--- src/rtl/shift_reg_univ.sv ---
// Universal shift register: hold / shift-left / shift-right / parallel load,
// with a saturating count of shifts since the last load and a drained flag.
// Optional build macro: SHIFT_REG_UNIV_ROTATE_EN turns the shifts into rotates
// (serial inputs ignored, drained held at 0 because no data leaves the register).
// Parameter constraints: WIDTH >= 2 and 2**CNT_W > WIDTH.
module shift_reg_univ #(
    parameter int unsigned WIDTH = 4,
    parameter int unsigned CNT_W = 3
) (
    input  logic             clk,
    input  logic             reset,
    input  logic             enable,
    input  logic [1:0]       mode,
    input  logic [WIDTH-1:0] d_in,
    input  logic             s_in_r,
    input  logic             s_in_l,
    output logic [WIDTH-1:0] q,
    output logic             s_out_l,
    output logic             s_out_r,
    output logic [CNT_W-1:0] shift_cnt,
    output logic             drained
);

    localparam logic [1:0]       MODE_HOLD  = 2'b00;
    localparam logic [1:0]       MODE_SHL   = 2'b01;
    localparam logic [1:0]       MODE_SHR   = 2'b10;
    localparam logic [1:0]       MODE_LOAD  = 2'b11;
    localparam logic [CNT_W-1:0] CNT_FULL   = CNT_W'(WIDTH);

    logic [WIDTH-1:0] q_next;
    logic [CNT_W-1:0] cnt_next;
    logic [CNT_W-1:0] cnt_inc;
    logic             ins_shl;
    logic             ins_shr;

    // Bits entering on a shift: serial inputs, or the wrapped-around end bits when rotating
`ifdef SHIFT_REG_UNIV_ROTATE_EN
    assign ins_shl = q[WIDTH-1];
    assign ins_shr = q[0];
`else
    assign ins_shl = s_in_r;
    assign ins_shr = s_in_l;
`endif

    // Shift count saturates at WIDTH so it never wraps back to "not drained"
    assign cnt_inc = (shift_cnt == CNT_FULL) ? CNT_FULL : shift_cnt + CNT_W'(1);

    // Next-state selection from enable and mode
    always_comb begin
        q_next   = q;
        cnt_next = shift_cnt;
        if (enable) begin
            case (mode)
                MODE_SHL: begin
                    q_next   = {q[WIDTH-2:0], ins_shl};
                    cnt_next = cnt_inc;
                end
                MODE_SHR: begin
                    q_next   = {ins_shr, q[WIDTH-1:1]};
                    cnt_next = cnt_inc;
                end
                MODE_LOAD: begin
                    q_next   = d_in;
                    cnt_next = '0;
                end
                MODE_HOLD: begin
                    q_next   = q;
                    cnt_next = shift_cnt;
                end
                default: begin
                    q_next   = q;
                    cnt_next = shift_cnt;
                end
            endcase
        end
    end

    // State register with asynchronous active-low reset
    always_ff @(posedge clk or negedge reset) begin
        if (!reset) begin
            q         <= '0;
            shift_cnt <= '0;
        end else begin
            q         <= q_next;
            shift_cnt <= cnt_next;
        end
    end

    // Cascade taps: the bit that leaves on the next left / right shift
    assign s_out_l = q[WIDTH-1];
    assign s_out_r = q[0];

    // Drained decode; a rotating register never loses data
`ifdef SHIFT_REG_UNIV_ROTATE_EN
    assign drained = 1'b0;
`else
    assign drained = (shift_cnt == CNT_FULL);
`endif

endmodule

--- config.mk ---
export PLATFORM = sky130hd
export DESIGN_NAME = shift_reg_univ
export DESIGN_NICKNAME = d
export VERILOG_FILES = /design/src/rtl/shift_reg_univ.sv
export SDC_FILE = /design/constraint.sdc
export NUM_CORES = 1
export LEC_CHECK = 0
export CAP_MARGIN = 20
export CORE_AREA = 5 5 42 44
export CTS_CLUSTER_DIAMETER = 80
export DETAILED_ROUTE_END_ITERATION = 10
export DIE_AREA = 0 0 47 49
export PLACE_DENSITY_LB_ADDON = 0.3
export RECOVER_POWER = 100
export SLEW_MARGIN = 10
export SYNTH_ARGS = -nofsm -noshare
export SYNTH_HDL_FRONTEND = slang
export SYNTH_SLANG_ARGS = --single-unit
--- constraint.sdc ---
create_clock -name clk -period 2 [get_ports clk]
set_input_delay 0.6 -clock clk [delete_from_list [all_inputs] [get_ports clk]]
set_output_delay 0.6 -clock clk [all_outputs]
set_load 0.005 [all_outputs]
; Yosys cells after proc, flatten, opt, wreduce, memory -nomap -nowiden
; Cells that the tools add are included.
[totals]
reg_bits = 7
inputBits = 11
output_inout_bits = 10
word_cells = 14
[op_classes]
addsub = 1
n_eq_ne = 4
n_mux = 3
bitwise = 1
n_reduce_logical = 3
[op_table]
columns = cell, n
row1 = case mux 4 bit (3 select lines), 1
row2 = case mux 3 bit (2 select lines), 1
row3 = "equality test 2 bit, second input constant", 2
row4 = "adder 3 x 1 -> 3 bit, second input constant", 1
row5 = "equality test 3 bit, second input constant", 1
row6 = two-way mux 3 bit, 1
row7 = "equality test 2 x 1 -> 1 bit, second input constant", 1
row8 = logical NOT 2 bit, 1
row9 = AND reduction 2 bit, 1
row10 = OR reduction 2 bit, 1
row11 = NOT 1 bit, 1

; Depth between registers and ports, before layout
[logic_depth]
word_depth = 3
mapped_depth = 5
ltp_nobuf = 5

; Least setup slack after synthesis
; Ideal clock, no wire load.
[synth_path]
path_kind = register to output
start = register shift_cnt[0]
end = output port drained
arrival_time_ps = 807
required_ps = 1400
slack_ps = 593
path_stages_with_launch = 4
n_path_buf = 0
path_cell_list = dfrtp_1 > inv_1 > ha_1 > and2_2
[synth_between]
elab_chain_cells = 1
[synth_lines]
columns = item, line_no
row1 = start: declaration, 20  ; output logic [CNT_W-1:0] shift_cnt,
row2 = start signal: assignment, 85  ; shift_cnt <= cnt_next;
row3 = equality test 3 bit, 97  ; assign drained = (shift_cnt == CNT_FULL);
row4 = end: declaration, 21  ; output logic drained
; Every way passes these cells.

; Final worst setup path
; Ends and elaborated chain as after synthesis.

==> reports/metrics.cfg <==
[clocking]
clkTransAtPathRegs_ns = 0.05
cts_root_buffer = clkbuf_4
cts.sinks = 7
clk_path_buf_depth = 2
cts_made_buffers = 3
clk_latency_ns = 0.25
cts-htree-levels = 1
cts_tree = yes
hold_buffers = 0

[routing]
drt_pass1_iterations = 4
drc = 0
drtIter0Drc = 7
routed_wl_um = 1224
drtAntennaViolNets = 0
viasPerCell = 5.087
num_vias = 468
drt-wirelength-per-cell_um = 13.30

[final_layout]
final_cells = 92
drive_above_1_share = 0.1579
fillCellCount = 147
layout_common_cells = clkdlybuf4s50_1, dlygate4sd3_1, dfrtp_1, inv_1
postLayoutCoreUtil = 0.5223
n_antenna_cell = 0
final_common_cell = clkdlybuf4s50_1
finalNetCount = 90
syn_to_final_growth_pct = 45.89

[run_status]
status = completed

[timing]
hold_violations = 0
max_freq_mhz = 531.2
finalSetupTns_ns = 0
setup_viol = 0
post-route-period-util = 0.9412
worst_pin_slew_ns = 0.3324
slew_viol_final = 0
slew_headroom = 0.7777
fin_skew_ns = 0.004072
layout_min_cycle_time_ns = 1.882
rsz0062_at_grt = false

[global_routing]
grt_pass1_vias = 469
grt_max_degree = 13
grt_use_total = 0.1182
gr-total-overflow = 0
antenna_found_initial = 0
grt_pass1_wl_um = 2001

[synth]
postSynthCellCount = 51
yosys.area.top_type_share = 0.3491
synthTopCellsByArea = dfrtp_1, a31oi_1, ha_1
yosysWarnings = 0
synth-seq-cells = 7
synth_cell_type_count = 26
yosysTopAreaCell = dfrtp_1
syn-cell-area_um2 = 501.7
seq_area_frac_synth = 0.3491
synth_nets = 64
syn_area_per_cell_um2 = 9.838

[worst_setup_path]
crit_type = reg2out
required_ns = 1.40
crit_path_max_fanout = 3
slowest_delay_ns = 0.35
cp_slowest_cell = dfrtp_1
crit_arrival_ns = 1.28
crit_chain = inv_1 -> ha_2 -> and2_2 -> dlygate4sd2_1
crit_family = flip-flops
cp_num_buf_inv = 2
worstSetupStartpointType = flop
crit_path_end_kind = output port

[placed_design]
hpwl_um = 884.8
portBuffers = 20
dp.cells = 86
gp_routability_congestion = 0.7010

[power_and_ir_drop]
cellPowerDensity_nw_per_um2 = 869.7
peakVddDrop_uv = 511.3
cellLeakagePower_uw = 0.0003225

[die]
core-area_um2 = 1401
dieArea_um2 = 2303
rows = 14
die_w_um = 47
die_h_um = 49
io_pins = 21
initial_core_util = 0.3580

[worst_hold_path]
holdCritPathClass = reg2reg

[job]
maxCapViolCount = 0

-- path summary, 6_finish.rpt --
kind	cells past startpoint	end	start	slack [ns]
worst max-delay path	4	drained	shift_cnt[0]	0.12
worst min-delay path	2	shift_cnt[1]	shift_cnt[1]	0.58
worst max register to register	5	shift_cnt[2]	shift_cnt[0]	0.58
worst min register to register	2	shift_cnt[1]	shift_cnt[1]	0.58
max in group asynchronous	1	q[3]	reset	1.07
min in group asynchronous	1	shift_cnt[0]	reset	0.68
-- synth_stat cells (all sizes together) --
cell type and instances:
dfrtp 7, nor2b 3, buf 5, nand3 2
o21a 2, o22a 1, nor2 2, a31oi 4
a211o 1, and3b 1, ha 2, inv 5
o32ai 1, maj3 1, and2 2, o221a 1
o21ai 2, o221ai 1, mux2 1, o21bai 2
a21oi 3, nand2 1, xor2 1
-- routing by layer --
metal  wire, um  vias to the layer above  global-route usage
met5          0                        -                   0
met4         44                        0             0.06912
met3        103                        7             0.02952
met2        562                       18              0.1742
met1        513                      209              0.1496
li1           -                      234                   -
-- tightest hold or removal path, delay by kind of cell (launching register included) --
kind,cells,cell delay (ns)
flops,1,0.38
compound gates,1,0.08
buf+inv,1,0.07
-- metrics by stage --
step	worst slack (ns)	hold slack, ns	area, um2	total power, uW
2_1_floorplan	0.5935	0.3044	501.7	351.3
3_3_place_gp	0.1507	0.5982	706.9	496.7
3_5_place_dp	0.1244	0.5960	706.9	500.7
4_1_cts	0.1297	0.5795	749.5	661.5
5_1_grt	0.05720	0.6063	732.0	694.1
6_report	0.1175	0.5790	732.0	636.6
-- report_power, final --
group | leakage, uW | switching (uW) | internal [uW]
combinational | 0.000222 | 114 | 177
sequential | 0.0000857 | 33.7 | 182
clock | 0.0000150 | 53.2 | 76.2
total | 0.000322 | 201 | 435
-- flip-flops by register name, indices dropped and copies added, names as in the netlist --
signal     cells
q              4
shift_cnt      3
-- area by class of cell --
type / count / area [um2] / area share
Clock buffer: 4 / 26.28 / 0.03590
Sequential cell: 7 / 175.2 / 0.2393
Inverter: 5 / 18.77 / 0.02564
Multi-Input combinational cell: 34 / 255.2 / 0.3487
Timing Repair Buffer: 26 / 236.5 / 0.3231
Tap cell: 16 / 20.02 / 0.02735
-- repair_timing --
| item | in CTS | in global routing |
|---|---|---|
| setup buffers | 2 | 0 |
| setup endpoints to repair | 1 | 0 |
| gates resized for setup | 2 | 0 |
| hold endpoints to repair | 0 | 0 |
-- cells by family after synthesis --
group,synth area share
compound gates,0.2668
xor+xnor,0.03243
fa+ha+maj,0.07231
buf+inv,0.1272
flops,0.3491
mux,0.02244
simple gates,0.1297
Power figures use the tool's default switching activity.
